$ cat src/rtl/xrf_wb_arbiter_pkg.sv
// Shared constants for the XRF writeback path: requester slot indices and the
// physical-register count / tag width derivation also used by the XRF itself.
package xrf_wb_arbiter_pkg;

  // Writeback requester slot assignment
  localparam int WB_ALU0 = 0;
  localparam int WB_ALU1 = 1;
  localparam int WB_LSU  = 2;
  localparam int WB_MUL  = 3;
  localparam int WB_NREQ = 4;

  // Physical register file sizing: architectural regs plus ROB-sized rename pool
  localparam int XRF_XLEN   = 32;
  localparam int XRF_ROBLEN = 16;
  localparam int XRF_PLEN   = XRF_XLEN + XRF_ROBLEN;
  localparam int XRF_PBITS  = $clog2(XRF_PLEN);

  // Width of an index into n requesters (never zero)
  function automatic int ptr_bits(input int n);
    return (n > 1) ? $clog2(n) : 1;
  endfunction

endpackage

$ cat src/rtl/xrf_wb_arbiter_rr_pick.sv
// Round-robin picker: finds the first set request bit at or after i_start,
// wrapping circularly. The request vector is doubled and shifted right by the
// start index so the circular search becomes a plain lowest-bit-first search.
module xrf_wb_arbiter_rr_pick #(
  parameter int N  = 4,
  parameter int SW = 2
) (
  input  logic [N-1:0]  i_req,
  input  logic [SW-1:0] i_start,
  output logic [N-1:0]  o_gnt,
  output logic [SW-1:0] o_idx,
  output logic          o_valid
);

  localparam logic [SW:0] NV = (SW + 1)'(N);

  logic [2*N-1:0] w_dbl;
  logic [N-1:0]   w_rot;
  logic [SW-1:0]  w_off;
  logic           w_found;
  logic [SW:0]    w_sum;

  assign w_dbl = {i_req, i_req};
  assign w_rot = N'(w_dbl >> i_start);

  // Lowest set bit of the rotated vector is the offset from the start index
  always_comb begin
    w_off   = '0;
    w_found = 1'b0;
    for (int j = N - 1; j >= 0; j--) begin
      if (w_rot[j]) begin
        w_off   = SW'(j);
        w_found = 1'b1;
      end
    end
  end

  // Undo the rotation: absolute index = (start + offset) mod N
  always_comb begin
    w_sum = {1'b0, i_start} + {1'b0, w_off};
    if (w_sum >= NV) begin
      w_sum = w_sum - NV;
    end
  end

  assign o_idx   = w_sum[SW-1:0];
  assign o_valid = w_found;
  assign o_gnt   = w_found ? (N'(1) << o_idx) : '0;

endmodule

$ cat src/rtl/xrf_wb_arbiter.sv
// XRF writeback arbiter: grants up to WPORTS of NREQ functional-unit results per
// cycle in round-robin order, registers the winners onto the XRF write ports and
// mirrors them onto the issue-queue wakeup bus. Tag 0 is the hardwired zero
// register: such results are consumed but never written or broadcast.
// Optional feature macro: XRF_WB_PERF_EN builds the saturating conflict counter;
// without it o_conflict_cnt is tied to zero and no counter flops exist.
module xrf_wb_arbiter
  import xrf_wb_arbiter_pkg::*;
#(
  parameter int XLEN   = XRF_XLEN,
  parameter int PLEN   = XRF_PLEN,
  parameter int PBITS  = $clog2(PLEN),
  parameter int NREQ   = WB_NREQ,
  parameter int WPORTS = 1
) (
  input  logic                    i_clk,
  input  logic                    i_rst_n,
  input  logic [NREQ-1:0]         i_req_valid,
  output logic [NREQ-1:0]         o_req_ready,
  input  logic [NREQ*PBITS-1:0]   i_req_prd,
  input  logic [NREQ*XLEN-1:0]    i_req_data,
  output logic [WPORTS-1:0]       o_wen,
  output logic [WPORTS*PBITS-1:0] o_waddr,
  output logic [WPORTS*XLEN-1:0]  o_wdata,
  output logic [WPORTS-1:0]       o_wake_valid,
  output logic [WPORTS*PBITS-1:0] o_wake_tag,
  output logic [31:0]             o_conflict_cnt
);

  localparam int PTRW = ptr_bits(NREQ);

  // Circular successor of a requester index
  function automatic logic [PTRW-1:0] f_next(input logic [PTRW-1:0] idx);
    if (idx == PTRW'(NREQ - 1)) begin
      return '0;
    end
    return idx + PTRW'(1);
  endfunction

  logic [PTRW-1:0]         r_ptr;
  logic [PTRW-1:0]         w_ptr_next;
  logic [NREQ-1:0]         w_gnt [WPORTS];
  logic [PTRW-1:0]         w_idx [WPORTS];
  logic                    w_vld [WPORTS];
  logic [NREQ-1:0]         w_ready;
  logic [WPORTS-1:0]       w_wen_next;
  logic [WPORTS*PBITS-1:0] w_waddr_next;
  logic [WPORTS*XLEN-1:0]  w_wdata_next;
  logic [WPORTS-1:0]       r_wen;
  logic [WPORTS*PBITS-1:0] r_waddr;
  logic [WPORTS*XLEN-1:0]  r_wdata;

  // One picker per write port; later ports search after the previous winner
  genvar gi;
  generate
    for (gi = 0; gi < WPORTS; gi++) begin : g_pick
      logic [NREQ-1:0] w_req;
      logic [PTRW-1:0] w_start;
      if (gi == 0) begin : g_first
        assign w_req   = i_req_valid;
        assign w_start = r_ptr;
      end else begin : g_chain
        assign w_req   = i_req_valid & ~w_gnt[gi-1];
        assign w_start = f_next(w_idx[gi-1]);
      end
      xrf_wb_arbiter_rr_pick #(
        .N  (NREQ),
        .SW (PTRW)
      ) u_pick (
        .i_req   (w_req),
        .i_start (w_start),
        .o_gnt   (w_gnt[gi]),
        .o_idx   (w_idx[gi]),
        .o_valid (w_vld[gi])
      );
    end
  endgenerate

  // Ready and pointer advance depend only on valids and the pointer
  always_comb begin
    w_ready    = '0;
    w_ptr_next = r_ptr;
    for (int p = 0; p < WPORTS; p++) begin
      w_ready = w_ready | w_gnt[p];
      if (w_vld[p]) begin
        w_ptr_next = f_next(w_idx[p]);
      end
    end
  end

  assign o_req_ready = w_ready;

  // One-hot AND-OR mux of each winner's tag and data onto its port
  always_comb begin
    w_waddr_next = '0;
    w_wdata_next = '0;
    w_wen_next   = '0;
    for (int p = 0; p < WPORTS; p++) begin
      for (int k = 0; k < NREQ; k++) begin
        if (w_gnt[p][k]) begin
          w_waddr_next[p*PBITS +: PBITS] = w_waddr_next[p*PBITS +: PBITS] | i_req_prd[k*PBITS +: PBITS];
          w_wdata_next[p*XLEN +: XLEN]   = w_wdata_next[p*XLEN +: XLEN] | i_req_data[k*XLEN +: XLEN];
        end
      end
      w_wen_next[p] = w_vld[p] && (w_waddr_next[p*PBITS +: PBITS] != '0);
    end
  end

  // Round-robin pointer and registered write/wakeup stage
  always_ff @(posedge i_clk or negedge i_rst_n) begin
    if (!i_rst_n) begin
      r_ptr   <= '0;
      r_wen   <= '0;
      r_waddr <= '0;
      r_wdata <= '0;
    end else begin
      r_ptr   <= w_ptr_next;
      r_wen   <= w_wen_next;
      r_waddr <= w_waddr_next;
      r_wdata <= w_wdata_next;
    end
  end

  assign o_wen        = r_wen;
  assign o_waddr      = r_waddr;
  assign o_wdata      = r_wdata;
  assign o_wake_valid = r_wen;
  assign o_wake_tag   = r_waddr;

  generate
    if (WPORTS == 2) begin : g_dup_chk
      // Rename never hands the same nonzero tag to two in-flight results
      a_no_dup_tag: assert property (@(posedge i_clk) disable iff (!i_rst_n)
        !(w_vld[0] && w_vld[1] &&
          (w_waddr_next[PBITS-1:0] == w_waddr_next[2*PBITS-1:PBITS]) &&
          (w_waddr_next[PBITS-1:0] != '0)));
    end
  endgenerate

`ifdef XRF_WB_PERF_EN
  logic [31:0] r_conflict_cnt;
  logic        w_conflict;

  assign w_conflict = |(i_req_valid & ~w_ready);

  // Count cycles in which some valid requester was left waiting
  always_ff @(posedge i_clk or negedge i_rst_n) begin
    if (!i_rst_n) begin
      r_conflict_cnt <= '0;
    end else if (w_conflict && (r_conflict_cnt != '1)) begin
      r_conflict_cnt <= r_conflict_cnt + 32'd1;
    end
  end

  assign o_conflict_cnt = r_conflict_cnt;
`else
  assign o_conflict_cnt = '0;
`endif

endmodule
$ cat config.mk
export PLATFORM = sky130hd
export DESIGN_NAME = xrf_wb_arbiter
export DESIGN_NICKNAME = d
export VERILOG_FILES = /design/src/rtl/xrf_wb_arbiter_pkg.sv /design/src/rtl/xrf_wb_arbiter_rr_pick.sv /design/src/rtl/xrf_wb_arbiter.sv
export SDC_FILE = /design/constraint.sdc
export NUM_CORES = 1
export LEC_CHECK = 0
export ABC_AREA = 1
export BUFFER_PORTS_ARGS = -buffer_cell sky130_fd_sc_hd__buf_4
export CORE_AREA = 2 2 94 96
export DETAILED_ROUTE_END_ITERATION = 10
export DIE_AREA = 0 0 96 98
export PLACE_DENSITY = 0.81
export SKIP_LAST_GASP = 1
export SLEW_MARGIN = 20
export SYNTH_ARGS = -nofsm -noshare
export SYNTH_HDL_FRONTEND = slang
export SYNTH_SLANG_ARGS = --single-unit
export TNS_END_PERCENT = 30
$ cat constraint.sdc
create_clock -name i_clk -period 9.2 [get_ports i_clk]
set_clock_uncertainty 0.05 [all_clocks]
set_input_delay 2.3 -clock i_clk [delete_from_list [all_inputs] [get_ports i_clk]]
set_output_delay 2.3 -clock i_clk [all_outputs]
set_load 0.02 [all_outputs]
==> results.yml <==
grt:
  globalRoute.totalOverflow: 0
  first_global_vias: 2792
  grt_antenna_before_repair: 0
  grtUsageTotal: 0.1840
  grt_start_max_net_pins: 42
  grt_pass1_wl_microns: 13320
cts:
  clock_sink_count: 41
  cts.repair_timing.setup_buffer_count: 0
  clock-root-buffer: "sky130_fd_sc_hd__clkbuf_8"
  tritoncts: "yes"
  h-tree-depth: 2
  cts_inserted_buffers: 5
  clk_path_buf_depth: 2
  cts_hold_repair.buffers: 0
  clock_latency_ns: 0.28
  resize_count_post_cts: 0
  clk_transition_reported_paths_ns: 0.08
worst_hold_path:
  type_of_the_worst_min_delay_path: "flop to flop"
detailed_routing:
  num_vias: 3037
  drtIter0Drc: 50
  route.detailed.drc: 0
  detail_route.first_pass.iterations: 4
  via_per_inst: 4.602
  detail-route-antenna-nets: 0
  finalWirelength_microns: 9130
  route.detailed.wl_per_inst_microns: 13.83
final_layout:
  layoutNonFillerInstCount: 660
  antenna-diode-count: 0
  sequential_cell_area_sq_um: 1026
  area_growth_syn_to_layout_pct: 61.30
  layout_fillers: 801
  drive_above_1_share: 0.4185
  multi_input_comb_area_sq_um: 1250
  finalNetCount: 714
floorplan:
  io_pins: 240
  number_of_placement_rows: 34
  initial_core_util: 0.3055
  die-height_microns: 98
  floorplan_die_width_microns: 96
  fp.coreArea_sq_um: 8466
  design.die.area_sq_um: 9408
timing:
  timing.fmax_mhz: 155.5
  timing_max_transition_violations_final: 0
  tns_ns: 0
  layout_min_cycle_time_ns: 6.430
  fin_crit_sh: 0.6989
  grt_setup_unrepaired: "false"
  count_of_endpoints_failing_hold_in_the_final_timing_report: 0
  final-setup-viol-count: 0
  timing_worst_slew_pin_value_ns: 0.5229
  max_slew_margin: 0.6514
worst_setup_path:
  worst-endpoint-required_ns: 6.85
  path_max_fanout: 4
  critPathSlowestCell: "sky130_fd_sc_hd__ha_1"
  timing_worst_setup_path_type: "input pin to primary output"
  setup.worst_path.end_class: "primary output"
  timing.critical_path.cells: "buf_4 -> nand2_1 -> nand3_1 -> nand2_1 -> nand3_1 -> a21boi_0 -> ha_1 -> inv_1 -> xor2_1 -> ha_1 -> inv_1 -> nor2_2 -> buf_4"
  critical_path.max_stage_delay_ns: 0.25
  critPathLaunchType: "input pin"
  arrival_ns: 4.08
placed_design:
  gp_congestion: 0.8310
  detailed_place_hpwl_microns: 7114
  numPortBuffers: 207
  dp_cells: 652
synthesis:
  yosysWarnings: 0
  mappedNetlistArea_sq_um: 2586
  synth.lib_cells_used.distinct: 18
  synthCells: 355
  seq_total_area_yosys: 0.3967
  mean_syn_cell_area_sq_um: 7.285
  ys_seq_elements: 41
flow_run:
  maxCapViolCount: 0
power_and_ir_drop:
  power_uw: 2032
  power_density_nw_per_um2: 487.1
  max-vdd-ir-drop_uv: 214.2
  leakagePower_uw: 0.002260
outcome:
  result_of_the_run: "finished clean"
[metal layers]
layer,up-vias,global-route usage,part of all wire
met3,8,0.04861,0.097
met2,153,0.3419,0.52
li1,1452,-,-
met1,1424,0.1983,0.36
met4,0,0.05604,0.016
met5,-,0,0
[report_power, final]
group	leakage [uW]	switching, uW	total, uW	internal, uW
Clock	0.0000574	63.3	152	88.3
Sequential	0.000498	38.8	340	301
Combinational	0.00170	999	1540	541
[worst max-delay path: cells and delay by family]
kind	cells	cell delay (ns)
and+or+nand+nor	5	0.51
adders and majority gates	2	0.42
AOI/OAI and AO/OA	1	0.19
buffers and inverters	4	0.40
xor gates and xnor gates	1	0.24
[area by class of cell]
class | instances | share of cell area
Inverter | 15 | 0.01350
Multi-Input combinational cell | 277 | 0.2996
Clock inverter | 2 | 0.008998
Clock buffer | 6 | 0.01980
Sequential cell | 41 | 0.2459
Timing Repair Buffer | 211 | 0.3797
Tap cell | 108 | 0.03239
[Yosys cell counts, drive strengths merged]
library cell,n,area share
inv,15,0.022
dfrtp,41,0.40
buf,53,0.15
xor2,2,0.0068
ha,5,0.024
a21boi,1,0.0029
nand3,22,0.043
nand4,34,0.082
conb,1,0.0014
nor2,11,0.025
nand2,168,0.25
o21ai,2,0.0039
[registers in the layout (all words and copies together) (netlist names)]
signal and count:
o_wdata 32, g_pick.w_start 2, o_waddr 6, o_wake_valid 1
[path summary, 6_finish.rpt]
| path | startpoint | end | slack (ns) | cells after the start |
|---|---|---|---|---|
| worst max-delay path | i_req_valid[1] | o_req_ready[3] | 2.77 | 13 |
| worst min-delay path | g_pick[0].w_start[0] | g_pick[0].w_start[0] | 0.66 | 2 |
| worst max register to register | g_pick[0].w_start[0] | o_wake_valid | 6.26 | 19 |
| worst min register to register | g_pick[0].w_start[0] | g_pick[0].w_start[0] | 0.66 | 2 |
| max in group asynchronous | i_rst_n | o_wdata[3] | 6.80 | 1 |
| min in group asynchronous | i_rst_n | o_wdata[13] | 1.94 | 1 |
[cell families after synthesis]
logic type	after synthesis	share of synthesized area
AOI/OAI and AO/OA	3	0.006774
xor gates and xnor gates	2	0.006774
adders and majority gates	5	0.02419
buffers and inverters	68	0.1669
DFF	41	0.3967
other	1	0.001450
and+or+nand+nor	235	0.3972
[placed cells by master, fill, tap and decap left out, drive strengths merged]
master    netlist  final
a21boi          1      1
buf            53    211
bufinv          0      1
clkbuf          0      6
clkinvlp        0      1
conb            1     32
dfrtp          41     41
ha              5      5
inv            15     15
nand2         168    168
nand3          22     22
nand4          34     34
nor2           11     11
o21ai           2      2
xor2            2      2
[stage by stage]
stage	setup WS [ns]	hold WS (ns)	area, sq um	util
final	2.770	0.6612	4172	0.4928
after global routing	2.529	0.7017	4172	0.4928
after CTS	2.749	0.6708	4172	0.4928
after detailed placement	2.738	0.6650	4051	0.4786
after global placement	2.772	0.6323	4051	0.4786
after floorplan	2.907	0.5703	2703	-
(Power assumes the default switching activity.)
